### config.mk
export PLATFORM = sky130hd
export DESIGN_NAME = risc_ctrl_fsm
export DESIGN_NICKNAME = d
export VERILOG_FILES = /design/src/rtl/risc_ctrl_fsm.sv
export SDC_FILE = /design/constraint.sdc
export NUM_CORES = 1
export LEC_CHECK = 0
export CAP_MARGIN = 20
export CORE_MARGIN = 1.5
export CORE_UTILIZATION = 33
export CTS_CLUSTER_SIZE = 28
export DETAILED_ROUTE_END_ITERATION = 7
export PLACE_DENSITY = 0.95
export SLEW_MARGIN = 20
export SYNTH_ARGS = -nofsm -noshare
export SYNTH_HDL_FRONTEND = slang
export SYNTH_SLANG_ARGS = --single-unit
### constraint.sdc
create_clock -name clk -period 2.7 [get_ports clk]
set_input_delay 0.54 -clock clk [delete_from_list [all_inputs] [get_ports clk]]
set_output_delay 0.54 -clock clk [all_outputs]
set_load 0.005 [all_outputs]
### src/rtl/risc_ctrl_fsm.sv
// risc_ctrl_fsm: multi-cycle control sequencer for the 16-bit RISC core.
// Steps each instruction through FETCH/DECODE/EXEC/MEM/WB/BRANCH and drives
// the PC, register file, ALU and data-memory handshake strobes.
// Optional build macro: RISC_CTRL_MEM_TIMEOUT_EN adds a memory wait-cycle
// watchdog that halts the core after TIMEOUT_CYCLES stalled cycles.
module risc_ctrl_fsm #(
  parameter int TIMEOUT_CYCLES = 255
) (
  input  logic        clk,
  input  logic        reset,
  input  logic [15:0] instr,
  input  logic        mem_ready,
  output logic        pc_reset,
  output logic        loadpc,
  output logic        msel,
  output logic        addr_sel,
  output logic        mem_req,
  output logic        mem_write,
  output logic        load_ir,
  output logic        load_a,
  output logic        load_b,
  output logic        load_c,
  output logic        load_s,
  output logic [2:0]  rd_addr_a,
  output logic [2:0]  rd_addr_b,
  output logic [2:0]  wr_addr,
  output logic        asel,
  output logic        bsel,
  output logic [1:0]  alu_op,
  output logic [1:0]  shift,
  output logic [1:0]  vsel,
  output logic        write,
  output logic [2:0]  state,
  output logic        halted,
  output logic        illegal,
  output logic        mem_timeout
);

  typedef enum logic [2:0] {
    ST_RST    = 3'd0,
    ST_FETCH  = 3'd1,
    ST_DECODE = 3'd2,
    ST_EXEC   = 3'd3,
    ST_MEM    = 3'd4,
    ST_WB     = 3'd5,
    ST_BRANCH = 3'd6,
    ST_HALT   = 3'd7
  } state_t;

  state_t state_r;
  logic   halted_r;
  logic   illegal_r;
  logic   mem_timeout_r;

  // Instruction fields
  logic [2:0] opcode_s;
  logic [1:0] op_s;
  logic [2:0] rn_s;
  logic [2:0] rd_s;
  logic [1:0] sh_s;
  logic [2:0] rm_s;

  assign opcode_s = instr[15:13];
  assign op_s     = instr[12:11];
  assign rn_s     = instr[10:8];
  assign rd_s     = instr[7:5];
  assign sh_s     = instr[4:3];
  assign rm_s     = instr[2:0];

  // Instruction class decode
  logic is_movi_s, is_movr_s, is_alu_s, is_cmp_s, is_ldr_s, is_str_s, is_b_s, is_halt_s;
  logic is_legal_s;

  assign is_movi_s  = (opcode_s == 3'b110) && (op_s == 2'b10);
  assign is_movr_s  = (opcode_s == 3'b110) && (op_s == 2'b00);
  assign is_alu_s   = (opcode_s == 3'b101);
  assign is_cmp_s   = is_alu_s && (op_s == 2'b01);
  assign is_ldr_s   = (opcode_s == 3'b011);
  assign is_str_s   = (opcode_s == 3'b100);
  assign is_b_s     = (opcode_s == 3'b001);
  assign is_halt_s  = (opcode_s == 3'b111);
  assign is_legal_s = is_movi_s | is_movr_s | is_alu_s | is_ldr_s |
                      is_str_s | is_b_s | is_halt_s;

  // Memory wait watchdog: timeout_hit_s flags the last tolerated stall cycle
  logic timeout_hit_s;

`ifdef RISC_CTRL_MEM_TIMEOUT_EN
  logic [7:0] wait_cnt_r;
  logic       waiting_s;

  assign waiting_s     = ((state_r == ST_FETCH) || (state_r == ST_MEM)) && !mem_ready;
  assign timeout_hit_s = waiting_s && (wait_cnt_r == 8'(TIMEOUT_CYCLES - 1));

  // Count consecutive stalled memory cycles; zero whenever not stalled
  always_ff @(posedge clk) begin
    if (reset) begin
      wait_cnt_r <= 8'd0;
    end else if (waiting_s && !timeout_hit_s) begin
      wait_cnt_r <= wait_cnt_r + 8'd1;
    end else begin
      wait_cnt_r <= 8'd0;
    end
  end
`else
  logic [7:0] unused_timeout_s;
  assign unused_timeout_s = 8'(TIMEOUT_CYCLES);
  assign timeout_hit_s    = 1'b0;
`endif

  // State sequencing plus the sticky halt/illegal/timeout flags
  always_ff @(posedge clk) begin
    if (reset) begin
      state_r       <= ST_RST;
      halted_r      <= 1'b0;
      illegal_r     <= 1'b0;
      mem_timeout_r <= 1'b0;
    end else begin
      case (state_r)
        ST_RST: state_r <= ST_FETCH;
        ST_FETCH: begin
          if (mem_ready) begin
            state_r <= ST_DECODE;
          end else if (timeout_hit_s) begin
            state_r       <= ST_HALT;
            halted_r      <= 1'b1;
            mem_timeout_r <= 1'b1;
          end else begin
            state_r <= ST_FETCH;
          end
        end
        ST_DECODE: begin
          if (is_movi_s) begin
            state_r <= ST_WB;
          end else if (is_halt_s) begin
            state_r  <= ST_HALT;
            halted_r <= 1'b1;
          end else if (!is_legal_s) begin
            state_r   <= ST_HALT;
            halted_r  <= 1'b1;
            illegal_r <= 1'b1;
          end else begin
            state_r <= ST_EXEC;
          end
        end
        ST_EXEC: begin
          if (is_cmp_s) begin
            state_r <= ST_FETCH;
          end else if (is_ldr_s || is_str_s) begin
            state_r <= ST_MEM;
          end else if (is_b_s) begin
            state_r <= ST_BRANCH;
          end else begin
            state_r <= ST_WB;
          end
        end
        ST_MEM: begin
          if (mem_ready) begin
            state_r <= is_ldr_s ? ST_WB : ST_FETCH;
          end else if (timeout_hit_s) begin
            state_r       <= ST_HALT;
            halted_r      <= 1'b1;
            mem_timeout_r <= 1'b1;
          end else begin
            state_r <= ST_MEM;
          end
        end
        ST_WB:     state_r <= ST_FETCH;
        ST_BRANCH: state_r <= ST_FETCH;
        ST_HALT:   state_r <= ST_HALT;
        default:   state_r <= ST_RST;
      endcase
    end
  end

  // Datapath strobes decoded from the current state and instruction
  always_comb begin
    pc_reset  = 1'b0;
    loadpc    = 1'b0;
    msel      = 1'b0;
    addr_sel  = 1'b0;
    mem_req   = 1'b0;
    mem_write = 1'b0;
    load_ir   = 1'b0;
    load_a    = 1'b0;
    load_b    = 1'b0;
    load_c    = 1'b0;
    load_s    = 1'b0;
    rd_addr_a = 3'd0;
    rd_addr_b = 3'd0;
    wr_addr   = 3'd0;
    asel      = 1'b0;
    bsel      = 1'b0;
    alu_op    = 2'b00;
    shift     = 2'b00;
    vsel      = 2'b00;
    write     = 1'b0;
    case (state_r)
      ST_RST: pc_reset = 1'b1;
      ST_FETCH: begin
        mem_req = 1'b1;
        load_ir = mem_ready;
      end
      ST_DECODE: begin
        loadpc    = 1'b1;
        load_a    = 1'b1;
        load_b    = 1'b1;
        rd_addr_a = rn_s;
        rd_addr_b = is_str_s ? rd_s : rm_s;
      end
      ST_EXEC: begin
        load_c = !is_cmp_s;
        load_s = is_cmp_s;
        alu_op = is_alu_s ? op_s : 2'b00;
        shift  = (is_alu_s || is_movr_s) ? sh_s : 2'b00;
        bsel   = is_ldr_s | is_str_s | is_b_s;
        asel   = is_b_s;
      end
      ST_MEM: begin
        mem_req   = 1'b1;
        addr_sel  = 1'b1;
        mem_write = is_str_s;
      end
      ST_WB: begin
        write   = 1'b1;
        wr_addr = is_movi_s ? rn_s : rd_s;
        vsel    = is_movi_s ? 2'b10 : (is_ldr_s ? 2'b01 : 2'b00);
      end
      ST_BRANCH: msel = 1'b1;
      ST_HALT:   pc_reset = 1'b0;
      default:   pc_reset = 1'b0;
    endcase
  end

  assign state       = state_r;
  assign halted      = halted_r;
  assign illegal     = illegal_r;
  assign mem_timeout = mem_timeout_r;

endmodule

# ---- Yosys cells after proc, flatten, opt, wreduce, memory -nomap -nowiden
# Index checks and enable logic that the tools add are counted.
dict set report totals {
  reg_bits 5
  output_inout_bits 35
}
dict set report classes {
  eq_ne 16
  mux 36
  bitwise 11
  reduce_logical 12
}
# cell count
set ops {}
lappend ops {{3-bit two-way mux} 11}
lappend ops {{3-bit == test, second input constant} 8}
lappend ops {{2-bit two-way mux} 9}
lappend ops {{3-bit case mux with 6 select lines} 1}
lappend ops {{1-bit two-way mux} 15}
lappend ops {{3-bit by 2-bit == test with 1-bit output, second input constant} 3}
lappend ops {{1-bit bitwise OR} 8}
lappend ops {{3-bit by 1-bit == test with 1-bit output, second input constant} 2}
lappend ops {{4-bit AND reduction} 1}
lappend ops {{1-bit logical AND} 3}
lappend ops {{3-bit logical NOT} 1}
lappend ops {{1-bit NOT} 3}
lappend ops {{3-bit AND reduction} 1}
lappend ops {{3-bit OR reduction} 1}
lappend ops {{2-bit by 1-bit == test with 1-bit output, second input constant} 1}
lappend ops {{2-bit == test, second input constant} 1}
lappend ops {{2-bit logical NOT} 1}
lappend ops {{1-bit logical OR} 2}
lappend ops {{2-bit inequality test, second input constant} 1}
lappend ops {{2-bit OR reduction} 1}
lappend ops {{1-bit logical NOT} 1}

# ---- Longest topological paths before layout
# Gate-level depths: netlist (run 1).
dict set report logic_depth {
  ltp_word 12
  ltp_mapped 6
}

# ---- Least setup slack after synthesis (run 1)
# No wires, ideal clock.
dict set report synth_path {
  path_type {in2out}
  start {in instr[13]}
  end {out wr_addr[0]}
  t_arrival_ns 1.312
  required_ns 2.160
  setup_slack_ns 0.848
  cell_stages 5
  path_buffers 1
  cell_sequence {clkbuf_2 nor2_1 nand4_2 mux2i_1 nor2_1}
}
dict set report synth_between {
  elab_chain_len 4
}
# item line
set synth_rtl {}
lappend synth_rtl {{start, declared} 11} ;# input logic [15:0] instr,
lappend synth_rtl {{3-bit == test} 74} ;# assign is_movi_s = (opcode_s == 3'b110) && (op_s == 2'b10);
lappend synth_rtl {{1-bit logical AND} 74}
lappend synth_rtl {{3-bit two-way mux} 226} ;# wr_addr = is_movi_s ? rn_s : rd_s;
lappend synth_rtl {{3-bit two-way mux} 198} ;# case (state_r)
lappend synth_rtl {{end, declared} 26} ;# output logic [2:0] wr_addr,
# Every way passes these cells.

# ---- Final worst setup path (run 1)
dict set report layout_path {
  start {in instr[15]}
  end {out shift[1]}
}
dict set report layout_between {
  elab_chain_len 5
  word_cells_on_any_way 6
  classes_between {eq/ne: 2; mux: 2; reduce/logical: 2}
}
# item line
set layout_rtl {}
lappend layout_rtl {{3-bit == test} 75} ;# assign is_movr_s = (opcode_s == 3'b110) && (op_s == 2'b00);
lappend layout_rtl {{1-bit logical AND} 75}
lappend layout_rtl {{1-bit logical OR *} 215} ;# shift = (is_alu_s || is_movr_s) ? sh_s : 2'b00;
lappend layout_rtl {{2-bit two-way mux *} 215}
lappend layout_rtl {{2-bit two-way mux *} 198}
lappend layout_rtl {{end, declared} 30} ;# output logic [1:0] shift,
# Every way passes the cells marked *; elsewhere a longest branch is shown, timed or not.

==> results of run 1 <==
-- synth_stat cells (all sizes together) --
| master | n |
|---|---|
| clkinv | 1 |
| xnor2 | 1 |
| and2 | 9 |
| nor3 | 5 |
| clkbuf | 1 |
| or3b | 1 |
| o21ai | 1 |
| nor4b | 1 |
| a31oi | 3 |
| a21oi | 11 |
| inv | 4 |
| or3 | 1 |
| nand4 | 1 |
| conb | 1 |
| mux2i | 3 |
| o211a | 1 |
| nor2b | 2 |
| nand3b | 3 |
| nand2 | 10 |
| buf | 7 |
| o31a | 1 |
| nor4 | 1 |
| a21boi | 1 |
| dfxtp | 5 |
| or2b | 1 |
| nor2 | 13 |
| nand3 | 1 |
-- area by class of cell --
cell class	instances	area [um2]
Sequential cell	5	100.1
Clock buffer	4	26.28
Timing Repair Buffer	64	616.8
Tap cell	25	31.28
Inverter	5	23.77
Multi-Input combinational cell	72	498.0
Fill cell	135	449.2
-- worst reg2reg max path: stages (launching register included) --
cell      delay, ps
dfxtp_1         510
or3b_4          470
clkinv_4        100
o211a_4         170
a21oi_2          40
a21oi_2         100
-- timing repair --
action,CTS,global route
pin swaps,0,1
hold endpoints to repair,0,0
gates resized for setup,9,11
setup endpoints to repair,14,9
-- cell usage in the layout, fill, tap and decap left out, types with 2 or more instances in the layout --
cell and instances:
clkdlybuf4s50_1 44, nor2_1 12, buf_4 12, nand2_1 10, a21oi_1 7, and2_1 6, dfxtp_1 5, dlymetal6s2s_1 4
inv_1 3, and2_2 3, nand3b_1 3, mux2i_1 3, a31oi_1 3, a21oi_2 3, clkbuf_4 3, dlygate4sd2_1 3
nor3_2 2, nor2b_1 2, nor3_1 2
-- logic make-up after synthesis --
logic type                Yosys count  share of synthesized area (%)
DFF                                 5                          16.06
muxes                               3                          4.819
AOI/OAI and AO/OA                  18                          19.88
xor gates and xnor gates            1                          1.406
other                               1                         0.6018
and+or+nand+nor                    49                          43.98
buffers and inverters              13                          13.25
-- path summary, 6_finish.rpt --
check                                       endpoint  cells past startpoint
worst max-delay path                        shift[1]                      6
worst min-delay path            illegal$_SDFFE_PP0P_                      2
worst max register to register   state[2]$_SDFF_PP0_                      5
worst min register to register  illegal$_SDFFE_PP0P_                      2
-- metal layers --
metal / global-route usage, % / part of all wire [%]
met3: 3.529 / 8.9
met1: 25.06 / 39
met5: 0 / 0
met4: 6.857 / 2.3
met2: 39.17 / 50
-- power by group --
group	switching, mW	internal [mW]
clock	0.0367	0.0562
sequential	0.00690	0.0785
combinational	0.0594	0.0846
-- flip-flops by register name, summed over array words and instances (netlist names) --
| signal | cells |
|---|---|
| state | 3 |
| halted | 1 |
| illegal | 1 |
-- through the flow --
stage | hold slack, ps | std cells | total power, mW | area, um2 | setup TNS (ps)
6_report | 475.5 | 175 | 0.3223 | 1296 | 0
2_1_floorplan | 460.4 | 90 | 0.1434 | 623.1 | 0
4_1_cts | 482.2 | 175 | 0.3191 | 1249 | 0
3_3_place_gp | 463.3 | 171 | 0.2186 | 1206 | -685.2
3_5_place_dp | 465.4 | 171 | 0.2230 | 1206 | -1391
5_1_grt | 524.2 | 175 | 0.3404 | 1296 | -122.2
==> flow_summary.ini, run 1 <==
[hold_path]
min-delay-start = illegal$_SDFFE_PP0P_
min_path_type = reg2reg

[critical_path]
worstSetupStartpoint = instr[15]
worstPathArrival_ps = 2150
critPathSlowestCell = clkdlybuf4s50_1
critPathTopFamily = buffers and inverters
cp-start-kind = input pin
path_class = in2out
reg2reg_from = state[1]$_SDFF_PP0_
path_cells = clkdlybuf4s50_1, inv_2, buf_4, nor3_2, and2_1, clkdlybuf4s50_1
path_buf_inv = 4
endpoint_kind = output port
cp_common_cell = clkdlybuf4s50_1
crit_path_max_fanout = 5
reg2reg_slack_ps = 1240
crit_required_ps = 2160
cpPeakStageDelay_ps = 510

[route]
ant_nets = 0
vias = 859
wire_per_inst_um = 13.50
drtIter0Drc = 7
routed_wl_um = 2363
post-route-drc-count = 0
dr.pass1.iters = 5
vias_per_cell = 4.909

[global_routing]
grt_usage_pct = 21.49
grt_max_degree = 12
grt_pass1_vias = 749
grt_overflow_total = 0
grt_pass1_wl_um = 3312
antenna_found_initial = 0

[synthesis]
yosysWarnings = 0
yosysSeqAreaShare_pct = 16.06
yosys.area.top_type = dfxtp_1
syn_area_per_cell_um2 = 6.923
synthCells = 90
synth_fp_nets = 109
synth_seq_cells = 5
netlist_area_um2 = 623.1
yosys-top-cells-area = dfxtp_1 16%, nor2_1 7.8%, a21oi_1 6.4%
synth_top_area_share_pct = 16.06
yosys.cell_types.count = 32

[place]
gp_congestion = 0.7783
placement.io_buffers = 52
dp_hpwl_um = 1807
dp_slack_ps = -181.6

[floorplanning]
fp.dieH_um = 46.46
die_w_um = 46.46
placementRows = 15
io_pins = 54
core_region_area_um2 = 1745
dieArea_um2 = 2158
start_util_pct = 35.70

[timing]
hold_violations = 0
setup_viol = 0
clock_skew_ps = 8.480
setup_ws_ps = 12.11
rsz0062_at_grt = yes
max_clock_freq_ghz = 0.3720
report.final.slew_viol_count = 0
finalCritPeriodShare_pct = 99.55
fin_crit_ps = 2688

[clock_tree]
path_clk_slew_ps = 50
cts_tree = done
clkLatencyLatePin_ps = 250
holdBufCountCts = 0
cts-htree-levels = 1
cts_buffers = 3
cts_buffer_depth = 2
cts_sinks = 5
root_buffer = clkbuf_4
postCtsSetupBuffers = 0

[power]
p_per_area_nw_per_um2 = 248.7
irDropWorstVdd_v = 0.0002169
cellLeakagePower_nw = 0.5991

[run]
max-cap-violations = 0

[status]
outcome = complete, no violations

[layout]
n_antenna_cell = 0
layout-area-overhead-vs-synth_pct = 108.0
fin_nets = 170
post-route-util_pct = 74.27
drive_gt1_share_pct = 22.67
(Power assumes the default switching activity.)
==> inputs of run 2 (changes only) <==
- REMOVE_ABC_BUFFERS: not set -> 1
==> run 2 against run 1 <==
Effect of this change:
- flip-flop and latch count stayed put
- hold slack improved by 5.4 ps
- critical path depth stayed put
- largest cell class unchanged
- highest routed layer unchanged
- final area is 2.7% lower
- first-iteration DRC count is 140% higher
- via count up 0.58%
- largest power group unchanged
- clock power decreased by 11%
- utilization is 2.0 points lower
- register-to-register slack better by 20 ps
==> flow_summary.ini, run 2 (same netlist as run 1, synthesis figures left out) <==
[status]
outcome = complete, no violations

[global_routing]
grt_max_degree = 12
antenna_found_initial = 0
grt_overflow_total = 0
grt_pass1_wl_um = 3160
grt_usage_pct = 20.08
grt_pass1_vias = 749

[place]
placement.io_buffers = 52
dp_slack_ps = -140.5
gp_congestion = 0.7796
place_inst = 171
dp_hpwl_um = 1764

[layout]
final_common_cell = clkdlybuf4s50_1
largest_reg_flops = 3
fin_nets = 170
final_cell_mix = 46 x clkdlybuf4s50_1, 12 x nor2_1, 12 x buf_4, 10 x nand2_1, 7 x a21oi_1
layout-area-overhead-vs-synth_pct = 102.4
drive_gt1_share_pct = 21.33
stdcell_count = 175
post-route-util_pct = 72.26
n_antenna_cell = 0

[timing]
setup_ws_ps = 65.09
hold_violations = 0
finalCritPeriodShare_pct = 97.59
holdWs_ps = 480.9
fin_crit_ps = 2635
setup_viol = 0
report.final.slew_viol_count = 0
clock_skew_ps = 3.816
max_clock_freq_ghz = 0.3795

[critical_path]
critPathSlowestCell = clkdlybuf4s50_1
crit_path_max_fanout = 5
cp_common_cell = clkdlybuf4s50_1
path_buf_inv = 2
worstPathArrival_ps = 2090
reg2reg_from = state[1]$_SDFF_PP0_
critPathTopFamily = buffers and inverters
path_class = in2out
path_cells = clkdlybuf4s50_1, nor2_4, nand4_4, mux2i_1, nor2_1, clkdlybuf4s50_1
r2r_end = state[2]$_SDFF_PP0_
cp-start-kind = input pin
reg2reg_slack_ps = 1260
crit_required_ps = 2160
worst-r2r-cell-count = 5
endpoint_kind = output port
cpPeakStageDelay_ps = 510

[clock_tree]
clkLatencyLatePin_ps = 240
cts_buffer_depth = 2
cts-htree-levels = 1
cts_buffers = 3
cts_sinks = 5
holdBufCountCts = 0
path_clk_slew_ps = 40
cts_tree = done
root_buffer = clkbuf_4

[route]
drtIter0Drc = 17
vias_per_cell = 4.937
routed_wl_um = 2209
ant_nets = 0
wire_per_inst_um = 12.62
vias = 864
dr.pass1.iters = 4
post-route-drc-count = 0

[hold_path]
min_to = halted$_SDFFE_PP0P_
hold_depth = 2
min_path_type = reg2reg
min-delay-start = halted$_SDFFE_PP0P_

[floorplanning]
placementRows = 15
die_w_um = 46.46
core_region_area_um2 = 1745
start_util_pct = 35.70
io_pins = 54
dieArea_um2 = 2158
fp.dieH_um = 46.46

[power]
p_per_area_nw_per_um2 = 243.7
p_total_mw = 0.3074
irDropWorstVdd_v = 0.0002420
cellLeakagePower_nw = 0.5212

[run]
max-cap-violations = 0
run 2: cell type report:
| class | count | area, um2 |
|---|---|---|
| fillers | 141 | 484.2 |
| repair buffers | 64 | 608.1 |
| clock buffers | 4 | 26.28 |
| multi-input cells | 72 | 471.7 |
| well taps | 25 | 31.28 |
| inverters | 5 | 23.77 |
| flip-flops and latches | 5 | 100.1 |
run 2: per-stage QoR:
| step | setup TNS, ps | instance area [um2] |
|---|---|---|
| global route | -14.28 | 1261 |
| finish | 0 | 1261 |
| global placement | -706.0 | 1206 |
| detailed placement | -1320 | 1206 |
| floorplan | 0 | 564.3 |
| CTS | 0 | 1250 |
run 2: layer usage:
| metal | routed length, um | global-route usage, % | up-vias |
|---|---|---|---|
| li1 | - | - | 424 |
| met1 | 864 | 21.86 | 398 |
| met2 | 1169 | 38.06 | 40 |
| met3 | 165 | 3.137 | 2 |
| met4 | 9 | 7.429 | 0 |
| met5 | 0 | 0 | - |
run 2: how the worst max path moves through the flow:
stage,startpoint,endpoint,cells past startpoint
2_1_floorplan,state[0]$_SDFF_PP0_,load_s,3
3_3_place_gp,instr[14],bsel,4
3_5_place_dp,instr[13],shift[0],6
4_1_cts,instr[11],wr_addr[0],6
5_1_grt,instr[11],shift[1],6
6_report,instr[11],wr_addr[0],6
run 2: power by group:
group          switching, mW  total (mW)  leakage (nW)  internal (mW)
Clock                 0.0275      0.0831        0.0150         0.0557
Sequential            0.0101      0.0888        0.0409         0.0787
Combinational         0.0534       0.135         0.465         0.0821
run 2: worst register-to-register path, delay by kind of cell, from the launching register on:
family / cells / cell delay (ps)
compound gates: 3 / 320
simple gates: 1 / 470
buf+inv: 1 / 100
flops: 1 / 500
run 2: what timing repair did:
item | 4_1_cts | 5_1_grt
pin swaps | 0 | 0
gates resized for setup | 10 | 4
hold endpoints to repair | 0 | 0
endpoints found under the setup margin | 14 | 5
buffers inserted | 0 | 0
==> inputs of run 3 (changes only) <==
- CORE_UTILIZATION: 33 -> 28
- PLACE_DENSITY: 0.95 -> 0.87
- clock period: 2.7 -> 2.29 ns (I/O delays scaled with it)
==> run 3 against run 2 <==
Effect of this change:
- critical path depth shrank 2
- total power grew 24%
- flip-flop and latch count is the same
- register-to-register slack lost 250 ps
- clock skew grew 3.0 ps
- utilization shrank 5.6 points
- via count grew 2.9%
- global-route usage shrank 0.10 points
- final cell count grew 7.4%
- non-clock buffer count grew 11
- sequential power grew 12%
- sequential share of layout area shrank 0.24 points
- critical path type unchanged
- largest cell class unchanged
==> flow_summary.ini, run 3 (same netlist as run 1, synthesis figures left out) <==
[global_routing]
grt_usage_pct = 19.97
antenna_found_initial = 0
grt_overflow_total = 0
grt_pass1_wl_um = 3946
grt_max_degree = 10
grt_pass1_vias = 878

[place]
place_inst = 181
dp_hpwl_um = 1821
gp_congestion = 0.8653
placement.io_buffers = 52

[critical_path]
path_cells = clkdlybuf4s50_1, nand2_1, nor3_1, clkdlybuf4s50_1
worst-r2r-cell-count = 6
path_buf_inv = 2
reg2reg_from = state[2]$_SDFF_PP0_
cp_common_cell = clkdlybuf4s50_1
worstPathArrival_ps = 1770
cp-start-kind = input pin
r2r_end = state[1]$_SDFF_PP0_
critPathSlowestCell = clkdlybuf4s50_1
crit_required_ps = 1830
cpPeakStageDelay_ps = 550
crit_path_max_fanout = 3
path_class = in2out
reg2reg_slack_ps = 1010
endpoint_kind = output port
critPathTopFamily = buffers and inverters

[layout]
stdcell_count = 188
drive_gt1_share_pct = 29.81
n_antenna_cell = 0
largest_reg_flops = 3
fin_nets = 181
layout-area-overhead-vs-synth_pct = 116.5
final_common_cell = clkdlybuf4s50_1
final_cell_mix = 34 x clkdlybuf4s50_1, 23 x buf_4, 12 x nor2_1, 10 x nand2_1, 9 x dlygate4sd2_1

[clock_tree]
cts-htree-levels = 1
holdBufCountCts = 0
cts_sinks = 5
cts_buffer_depth = 2
clkLatencyLatePin_ps = 240
cts_buffers = 3
path_clk_slew_ps = 50
root_buffer = clkbuf_4
cts_tree = done

[run]
max-cap-violations = 0

[power]
p_total_mw = 0.3823
p_per_area_nw_per_um2 = 283.5
cellLeakagePower_nw = 0.7198
internal_power_mw = 0.2659
p_sw_share_pct = 30.45
power_frac_comb_pct = 46.7
pwr-share-clk_pct = 27.2
switching_power_mw = 0.1164
pwr-share-seq_pct = 26.1
irDropWorstVdd_v = 0.0003614

[route]
routed_wl_um = 2404
drtIter0Drc = 6
ant_nets = 0
vias_per_cell = 4.729
post-route-drc-count = 0
vias = 889
wire_per_inst_um = 12.79
dr.pass1.iters = 4

[timing]
hold_violations = 0
fin_crit_ps = 2230
rsz0062_at_grt = no
finalCritPeriodShare_pct = 97.40
report.final.slew_viol_count = 0
setup_viol = 0
finalSetupTns_ps = 0
max_clock_freq_ghz = 0.4483
clock_skew_ps = 6.776

[floorplanning]
core_region_area_um2 = 2022
fp.dieH_um = 50.18
die_w_um = 50.18
placementRows = 16
dieArea_um2 = 2518
io_pins = 54
start_util_pct = 30.82

[hold_path]
hold_depth = 2
min-delay-start = halted$_SDFFE_PP0P_
min_to = halted$_SDFFE_PP0P_
min_path_type = reg2reg

[status]
outcome = complete, no violations
run 3: changes by cell type in the layout (fill, tap and decap cells not counted):
cell / change
dlymetal6s2s_1: +6
buf_4: +11
buf_2: +2
clkdlybuf4s15_1: -1
dfxtp_2: +3
dlygate4sd2_1: +5
dfxtp_1: -3
clkdlybuf4s50_1: -12
run 3: what timing repair did:
item,in CTS,in global routing
gates resized for setup,25,11
endpoints found under the setup margin,17,11
pin swaps,5,6
setup buffers,3,0
run 3: power groups by stage:
stage	clock network (mW)	logic, mW	registers, mW
finish	0.104	0.179	0.0999
floorplan	0	0.0503	0.104
global placement	0	0.169	0.0996
detailed placement	0	0.173	0.100
CTS	0.108	0.177	0.0987
global route	0.116	0.194	0.101
run 3: final cells by class:
cell class / count / area (um2)
Timing Repair Buffer: 75 / 689.4
Fill cell: 164 / 673.1
Multi-Input combinational cell: 72 / 471.7
Sequential cell: 5 / 103.9
Tap cell: 27 / 33.78
Clock buffer: 4 / 26.28
Inverter: 5 / 23.77
run 3: metal layers:
| metal | wire [um] | track usage (%) | part of all wire [%] |
|---|---|---|---|
| met2 | 1261 | 36.62 | 52 |
| met3 | 156 | 5.357 | 6.5 |
| met5 | 0 | 0 | 0 |
| met4 | 7 | 5.556 | 0.29 |
| met1 | 978 | 22.30 | 41 |
run 3: metrics by stage:
stage / hold slack, ps / instance area (um2) / util (%) / setup WS (ps)
2_1_floorplan: 460.4 / 564.3 / - / 651.5
3_3_place_gp: 462.0 / 1269 / 62.75 / -341.5
3_5_place_dp: 474.2 / 1269 / 62.75 / -412.9
4_1_cts: 492.4 / 1323 / 65.41 / 14.37
5_1_grt: 520.2 / 1349 / 66.71 / 9.222
6_report: 484.3 / 1349 / 66.71 / 59.51
run 3: how the worst max path moves through the flow:
| stage | cells after the start | slack (ps) | to | start |
|---|---|---|---|---|
| floorplan | 3 | 650 | load_s | state[0]$_SDFF_PP0_ |
| CTS | 7 | 10 | rd_addr_b[2] | instr[15] |
| finish | 4 | 60 | load_ir | mem_ready |
| global placement | 4 | -340 | bsel | instr[14] |
| detailed placement | 6 | -410 | wr_addr[1] | instr[13] |
| global route | 4 | 9 | rd_addr_a[1] | state[1]$_SDFF_PP0_ |
run 3: worst reg2reg max path: stages, from the launching register on:
cell,delay (ps)
dfxtp_2,340
nand3b_1,200
buf_4,190
nor3_2,200
buf_4,140
a21oi_1,30
a21oi_1,120
